$ cat src/rtl/dac_spi_tx.sv
// Framed SPI write engine for TLV56xx DACs: one or two 16-bit frames per start with programmable SCLK rate.
// Optional two-frame A/B update is built only when DAC_SPI_DUAL_EN is defined.
module dac_spi_tx #(
    parameter int DATA_W  = 12,
    parameter int CLK_DIV = 2
) (
    input  logic              sys_clk,
    input  logic              sys_rst_n,
    input  logic              start,
    input  logic [3:0]        ctrl,
    input  logic              dual,
    input  logic [DATA_W-1:0] data_a,
    input  logic [DATA_W-1:0] data_b,
    output logic              busy,
    output logic              done,
    output logic              cs_n,
    output logic              sclk,
    output logic              sdo
);

    typedef enum logic [2:0] {
        S_IDLE,
        S_LEAD,
        S_SHIFT,
        S_TRAIL,
        S_GAP
    } state_e;

    localparam logic [7:0] DIV_RELOAD = 8'(CLK_DIV - 1);

    // Control nibble on top, data left-justified into the 12-bit field.
    function automatic logic [15:0] build_frame(input logic [3:0] c, input logic [DATA_W-1:0] d);
        logic [11:0] field;
        field = 12'(d) << (12 - DATA_W);
        return {c, field};
    endfunction

    state_e      state_q, state_d;
    logic [7:0]  cnt_q, cnt_d;
    logic [3:0]  bit_q, bit_d;
    logic [15:0] frame_q, frame_d;
    logic        cs_n_q, cs_n_d;
    logic        sclk_q, sclk_d;
    logic        sdo_q, sdo_d;
    logic        busy_q, busy_d;
    logic        done_q, done_d;

`ifdef DAC_SPI_DUAL_EN
    logic        pend_q, pend_d;
    logic [15:0] frame2_q, frame2_d;
`else
    logic        unused_s;
    assign unused_s = ^{dual, data_b};
`endif

    // Next-state and next-output logic; outputs are registered from these values.
    always_comb begin
        state_d = state_q;
        cnt_d   = cnt_q;
        bit_d   = bit_q;
        frame_d = frame_q;
        cs_n_d  = cs_n_q;
        sclk_d  = sclk_q;
        sdo_d   = sdo_q;
        busy_d  = busy_q;
        done_d  = 1'b0;
`ifdef DAC_SPI_DUAL_EN
        pend_d   = pend_q;
        frame2_d = frame2_q;
`endif
        case (state_q)
            S_IDLE: begin
                if (start) begin
                    state_d = S_LEAD;
                    cnt_d   = DIV_RELOAD;
                    cs_n_d  = 1'b0;
                    busy_d  = 1'b1;
`ifdef DAC_SPI_DUAL_EN
                    if (dual) begin
                        frame_d  = build_frame({1'b0, ctrl[2:1], 1'b1}, data_b);
                        frame2_d = build_frame({1'b1, ctrl[2:1], 1'b0}, data_a);
                        pend_d   = 1'b1;
                    end else begin
                        frame_d  = build_frame(ctrl, data_a);
                        pend_d   = 1'b0;
                    end
`else
                    frame_d = build_frame(ctrl, data_a);
`endif
                end else begin
                    state_d = S_IDLE;
                end
            end
            S_LEAD: begin
                if (cnt_q == 8'd0) begin
                    state_d = S_SHIFT;
                    cnt_d   = DIV_RELOAD;
                    bit_d   = 4'd15;
                    sclk_d  = 1'b1;
                    sdo_d   = frame_q[15];
                end else begin
                    cnt_d = cnt_q - 8'd1;
                end
            end
            S_SHIFT: begin
                // sdo only moves together with a rising sclk, so it is stable across the high half.
                if (cnt_q != 8'd0) begin
                    cnt_d = cnt_q - 8'd1;
                end else if (sclk_q) begin
                    sclk_d = 1'b0;
                    cnt_d  = DIV_RELOAD;
                end else if (bit_q == 4'd0) begin
                    state_d = S_TRAIL;
                    cnt_d   = DIV_RELOAD;
                end else begin
                    bit_d  = bit_q - 4'd1;
                    sclk_d = 1'b1;
                    sdo_d  = frame_q[bit_q - 4'd1];
                    cnt_d  = DIV_RELOAD;
                end
            end
            S_TRAIL: begin
                if (cnt_q == 8'd0) begin
                    state_d = S_GAP;
                    cnt_d   = DIV_RELOAD;
                    cs_n_d  = 1'b1;
                    sdo_d   = 1'b0;
                end else begin
                    cnt_d = cnt_q - 8'd1;
                end
            end
            S_GAP: begin
                if (cnt_q == 8'd0) begin
`ifdef DAC_SPI_DUAL_EN
                    if (pend_q) begin
                        state_d = S_LEAD;
                        cnt_d   = DIV_RELOAD;
                        cs_n_d  = 1'b0;
                        frame_d = frame2_q;
                        pend_d  = 1'b0;
                    end else begin
                        state_d = S_IDLE;
                        cnt_d   = 8'd0;
                        busy_d  = 1'b0;
                        done_d  = 1'b1;
                    end
`else
                    state_d = S_IDLE;
                    cnt_d   = 8'd0;
                    busy_d  = 1'b0;
                    done_d  = 1'b1;
`endif
                end else begin
                    cnt_d = cnt_q - 8'd1;
                end
            end
            default: begin
                state_d = S_IDLE;
                cnt_d   = 8'd0;
                bit_d   = 4'd0;
                cs_n_d  = 1'b1;
                sclk_d  = 1'b0;
                sdo_d   = 1'b0;
                busy_d  = 1'b0;
            end
        endcase
    end

    // State and output registers with synchronous active-low reset.
    always_ff @(posedge sys_clk) begin
        if (!sys_rst_n) begin
            state_q <= S_IDLE;
            cnt_q   <= 8'd0;
            bit_q   <= 4'd0;
            frame_q <= 16'd0;
            cs_n_q  <= 1'b1;
            sclk_q  <= 1'b0;
            sdo_q   <= 1'b0;
            busy_q  <= 1'b0;
            done_q  <= 1'b0;
`ifdef DAC_SPI_DUAL_EN
            pend_q   <= 1'b0;
            frame2_q <= 16'd0;
`endif
        end else begin
            state_q <= state_d;
            cnt_q   <= cnt_d;
            bit_q   <= bit_d;
            frame_q <= frame_d;
            cs_n_q  <= cs_n_d;
            sclk_q  <= sclk_d;
            sdo_q   <= sdo_d;
            busy_q  <= busy_d;
            done_q  <= done_d;
`ifdef DAC_SPI_DUAL_EN
            pend_q   <= pend_d;
            frame2_q <= frame2_d;
`endif
        end
    end

    assign busy = busy_q;
    assign done = done_q;
    assign cs_n = cs_n_q;
    assign sclk = sclk_q;
    assign sdo  = sdo_q;

endmodule

$ cat config.mk
export PLATFORM = sky130hd
export DESIGN_NAME = dac_spi_tx
export DESIGN_NICKNAME = d
export VERILOG_FILES = /design/src/rtl/dac_spi_tx.sv
export SDC_FILE = /design/constraint.sdc
export NUM_CORES = 1
export LEC_CHECK = 0
export CAP_MARGIN = 10
export CORE_MARGIN = 2
export CORE_UTILIZATION = 46
export DETAILED_ROUTE_END_ITERATION = 8
export PLACE_DENSITY = 0.86
export SETUP_SLACK_MARGIN = 0.02
export SYNTH_ARGS = -nofsm -noshare
export SYNTH_HDL_FRONTEND = slang
export SYNTH_SLANG_ARGS = --single-unit
$ cat constraint.sdc
create_clock -name sys_clk -period 1.95 [get_ports sys_clk]
set_input_delay 0.585 -clock sys_clk [delete_from_list [all_inputs] [get_ports sys_clk]]
set_output_delay 0.585 -clock sys_clk [all_outputs]
set_load 0.02 [all_outputs]
# Yosys cells after proc, flatten, opt, wreduce, memory -nomap -nowiden
# Cells that the tools add are included.
[totals]
register_bits = 36
latchBits = 0
mem_bits_rw = 0
mem_bits_ro = 0
input_bits = 32
out_inout_bits = 5
wordCells = 81
n_memories = 0
[classes]
addsub = 2
mul = 0
div = 0
magnitude_cmp = 1
eq_ne = 12
shift = 0
n_mux = 36
bitwise = 4
reduce_logical = 17
[op_table]
columns = ["cell", "count"]
rows = [
  ["8-bit 2-to-1 mux", 4],
  ["8-bit case mux with 4 select lines", 1],
  ["3-bit 2-to-1 mux", 6],
  ["4-bit 2-to-1 mux", 4],
  ["2-bit inequality test (second input constant)", 8],
  ["3-bit case mux with 5 select lines", 1],
  ["1-bit 2-to-1 mux", 14],
  ["4-bit case mux with 3 select lines", 1],
  ["6-bit AND reduction", 2],
  ["1-bit case mux with 3 select lines", 3],
  ["3-bit AND reduction", 3],
  ["3-bit OR reduction", 3],
  ["8-bit zero test", 1],
  ["8-bit nonzero test", 1],
  ["8-bit by 1-bit subtractor with 8-bit output (second input constant)", 1],
  ["3-bit by 2-bit == test with 1-bit output (second input constant)", 2],
  ["4-bit by 5-bit < comparator with 1-bit output (second input constant)", 1],
  ["5-bit AND reduction", 1],
  ["1-bit binary-select mux with 4-bit select", 1],
  ["4-bit zero test", 1],
  ["1-bit NOT", 4],
  ["1-bit case mux with 4 select lines", 1],
  ["2-bit AND reduction", 2],
  ["2-bit OR reduction", 2],
  ["4 further kinds", 4],
]

# Longest topological paths before layout
[logic_depth]
word_depth = 7
ltp_mapped = 8
mapped_depth_nobuf = 7

# Worst setup path before layout
# No wires, ideal clock.
[synth_path]
kind = "register to register"
start = "register cnt_q[0]"
end = "register bit_q[1]"
setup_ns = 0.070
arrival_time_ns = 1.879
required_ns = 1.880
setup_slack_ns = 0.001
path_stages_with_launch = 8
path_buffers = 0
period_less_slack_ns = 1.949
path_cell_list = "dfxtp_1 > inv_1 > ha_1 > or4b_4 > nor2_8 > a21oi_2 > or4b_1 > a21oi_1"
[synth_via]
elab_chain_len = 3
word_cells_on_any_way = 5
classes_between = "2 x eq/ne; 3 x reduce/logical"
[synth_rtl]
columns = ["item", "line_no", "source"]
rows = [
  ["start, declared", "39", "logic [7:0] cnt_q, cnt_d;"],
  ["start signal, assigned", "187", "cnt_q <= cnt_d;"],
  ["8-bit zero test or 8-bit nonzero test (tied branches)", "95, 107", ""],
  ["2-bit inequality test (no line)", "--", ""],
  ["5-bit AND reduction (no line) (*)", "--", ""],
  ["end signal, assigned", "188", "bit_q <= bit_d;"],
  ["end, declared", "40", "logic [3:0] bit_q, bit_d;"],
]
# Mark *: on every way between the ends. The rest lies on a longest branch, timed or not.
# A chain may end at the register's enable or synchronous reset.

# Worst setup path in the final report
# Ends and elaborated chain as after synthesis.

==> flow_metrics.py <==
metrics = {
    "sta": {
        "setup_viol": 0,
        "tns_ns": 0,
        "fmaxAchievable_ghz": 0.518,
        "fin_crit_sh_pct": 99.0,
        "finalMaxSlewViolations": 0,
        "worst_pin_slew_ns": 0.536,
        "relSlewSlack_pct": 64.0,
        "rsz0062_at_grt": "true",
        "fin_crit_ns": 1.93,
        "hold_viol_final": 0,
        "skew_ns": 0.0103,
    },
    "cells_and_area": {
        "fin_nets": 323,
        "final_core_util_pct": 63.3,
        "fin_area_mm2": 0.00255,
        "drive_gt1_share_pct": 22.9,
        "final_cell_mix": "43 x nand2_1, 34 x dfxtp_1, 30 x a21oi_1, 23 x nor2_1, 22 x clkdlybuf4s50_1",
        "layout_commonest_cell": "nand2_1",
        "n_antenna_cell": 0,
        "syn_to_final_growth_pct": 31.5,
    },
    "global_routing": {
        "antenna_found_initial": 0,
        "grt_pass1_vias": 1644,
        "overflow": 0,
        "grt_pass1_wl_um": 7450,
        "gr-usage-all-layers_pct": 21.3,
        "grt_max_degree": 33,
    },
    "worst_setup_path": {
        "required_ns": 2.18,
        "crit_path_max_incr_delay_ns": 0.51,
        "worst_path_max_delay_cell": "or4b_4",
        "crit_path_cell_trace": "inv_2 > ha_4 > or4b_4 > nor2_8 > a21oi_4 > or4b_1 > a21oi_1",
        "path_max_fanout": 4,
        "worstSetupStartpointType": "flop",
        "reg2regPathDepth": 7,
        "reg2reg_to": "bit_q[1]$_SDFFE_PN0P_",
        "critPathArrivalTime_ns": 2.16,
        "endpoint_kind": "flop",
        "reg2reg_from": "cnt_q[0]$_SDFFE_PN0N_",
        "worst-setup-path-type": "reg -> reg",
        "r2r_setup_slack_ns": 0.02,
    },
    "synthesis": {
        "async_flop_share_pct": 0,
        "synth-seq-area-share_pct": 37.2,
        "ys_seq_elements": 36,
        "yosys.area.top_type_share_pct": 37.2,
        "synth_top_cell_by_area": "dfxtp_1",
        "synth_edf_count": 0,
        "synth_cell_types": 48,
        "synthCells": 245,
        "synth_area_leaders": "dfxtp_1 37%, a21oi_1 8.8%, nand2_1 8.3%",
        "yosys_warnings": 0,
        "yosys_most_used_dff": "dfxtp_1",
        "synth.cell_area_mm2": 0.00194,
        "syn_avg_cell_area_um2": 7.92,
        "syn-num-nets": 281,
    },
    "route": {
        "vias": 1863,
        "drt_iter0_markers": 146,
        "antenna_left": 0,
        "drt-total-wl_um": 4860,
        "dr.pass1.iters": 4,
        "post_drt_wl_per_cell_um": 14.4,
        "drcViolationCount": 0,
        "viasPerCell": 5.51,
    },
    "run": {
        "cap_violations": 0,
    },
    "floorplanning": {
        "boundaryPins": 37,
        "core_area_mm2": 0.00403,
        "fp.dieH_um": 68.9,
        "die_x_um": 68.9,
        "die_area_mm2": 0.00475,
        "initial_core_util_pct": 48.1,
        "rows": 23,
    },
    "clock_network": {
        "numCtsBuffers": 5,
        "postCtsHoldBufs": 0,
        "root_buffer": "clkbuf_8",
        "cts.sinks": 36,
        "clk_latency_ns": 0.30,
        "cts_tree": "yes",
        "h-tree-depth": 2,
        "clock_path_buffers": 2,
        "clk_pin_slew_ns": 0.08,
    },
    "placement": {
        "port_buffers": 23,
        "placed_area_mm2": 0.00231,
        "place_congestion": 0.865,
        "hpwl_um": 3140,
    },
    "worst_hold_path": {
        "whs_path_depth": 2,
        "min_path_type": "reg -> reg",
        "min_from": "frame_q[11]$_SDFFE_PN0P_",
        "hold_end": "frame_q[11]$_SDFFE_PN0P_",
    },
    "pwr": {
        "power_switching_mw": 2.00,
        "powerDensity_mw_per_mm2": 1840,
        "power_frac_seq_pct": 24.8,
        "p_int_mw": 2.71,
        "vdd_drop_max_mv": 0.978,
        "p_leak_nw": 0.955,
        "clkPwrFrac_pct": 13.8,
        "swShare_pct": 42.5,
        "power_frac_comb_pct": 61.4,
    },
    "run_status": {
        "outcome": "finished clean",
    },
}
==> state kept, by name, summed over array words and instances (netlist names) <==
| signal | count |
|---|---|
| bit_q | 4 |
| cs_n | 1 |
| done | 1 |
| sdo | 1 |
| state_q | 3 |
| frame_q | 16 |
| sclk | 1 |
| busy | 1 |
| cnt_q | 8 |
==> per-stage QoR <==
stage	setup slack, ns	total power [mW]	hold WS, ns	cells
2_1_floorplan	0.0341	2.87	0.431	245
3_3_place_gp	-0.139	3.46	0.438	322
3_5_place_dp	-0.161	3.54	0.444	322
4_1_cts	0.0152	4.33	0.454	335
5_1_grt	-0.0523	4.99	0.474	338
6_report	0.0190	4.71	0.450	338
==> synth_stat cells, types with 2 or more instances <==
cell / n
nand2_1: 43
dfxtp_1: 36
a21oi_1: 34
nor2_1: 27
o21ai_0: 16
nor3_1: 8
inv_1: 7
clkbuf_1: 6
ha_1: 4
nand2b_1: 4
a31oi_1: 3
clkbuf_8: 3
mux2i_1: 3
nor2b_1: 3
o211ai_1: 3
or2_2: 3
a2111oi_0: 2
a211oi_1: 2
a311oi_1: 2
and2_1: 2
buf_6: 2
mux2_2: 2
nand3_1: 2
nor3b_1: 2
o31ai_1: 2
or3_1: 2
==> logic make-up (layout without fill, tap and decap cells) <==
kind of cell / after synthesis / in the layout / synth area share [%]
adder cells (fa/ha/maj): 4 / 4 / 2.58
AND/OR/NAND/NOR: 107 / 107 / 27.6
AO/OA/AOI/OAI: 70 / 70 / 21.0
multiplexers: 6 / 6 / 3.87
flip-flops: 36 / 36 / 37.2
XOR/XNOR: 3 / 3 / 1.74
buffers and inverters: 19 / 62 / 6.06
==> area by class of cell <==
class                   count  area [um^2]
clock buffers               6         72.6
clock inverters             2         35.0
fillers                   322         1480
inverters                   7         26.3
multi-input cells         190         1190
flip-flops and latches     36          723
well taps                  50         62.6
repair buffers             47          438
==> worst max-delay path by stage <==
stage                     startpoint                     to  slack (ns)  cells after the start
2_1_floorplan  cnt_q[0]$_SDFFE_PN0N_  bit_q[1]$_SDFFE_PN0P_        0.03                      7
3_3_place_gp                   start      cs_n$_SDFFE_PN1P_       -0.14                      6
3_5_place_dp                   start      cs_n$_SDFFE_PN1P_       -0.16                      6
4_1_cts        cnt_q[0]$_SDFFE_PN0N_  bit_q[1]$_SDFFE_PN0P_        0.02                      7
5_1_grt        cnt_q[1]$_SDFFE_PN0N_  bit_q[1]$_SDFFE_PN0P_       -0.05                      7
6_report       cnt_q[0]$_SDFFE_PN0N_  bit_q[1]$_SDFFE_PN0P_        0.02                      7
==> per-layer routing <==
layer	global-route usage, %	wire length, um	vias to the layer above
li1	-	-	943
met1	27.0	2140	871
met2	34.1	2440	40
met3	4.87	174	9
met4	10.3	95	0
met5	0	0	-
==> timing repair <==
item                       in CTS  in global routing
setup endpoints to repair       5                 14
pin swaps                       4                 10
resized for setup               3                 20
buffers inserted                5                  3
hold endpoints to repair        0                  0
cloned                          0                  0
==> critical path: cells and delay by family, from the launching register on <==
family / cells / cell delay (ns)
compound gates: 2 / 0.21
fa+ha+maj: 1 / 0.12
buf+inv: 1 / 0.07
flops: 1 / 0.33
simple gates: 3 / 1.12
==> power by group through the flow <==
stage                     clock network (mW)  logic (mW)  registers (mW)
after floorplan                            0        1.73            1.14
after global placement                     0        2.32            1.15
after detailed placement                   0        2.38            1.16
after CTS                              0.660        2.53            1.14
after global routing                   0.683        3.12            1.19
final                                  0.649        2.89            1.17
Power figures use the tool's default switching activity.
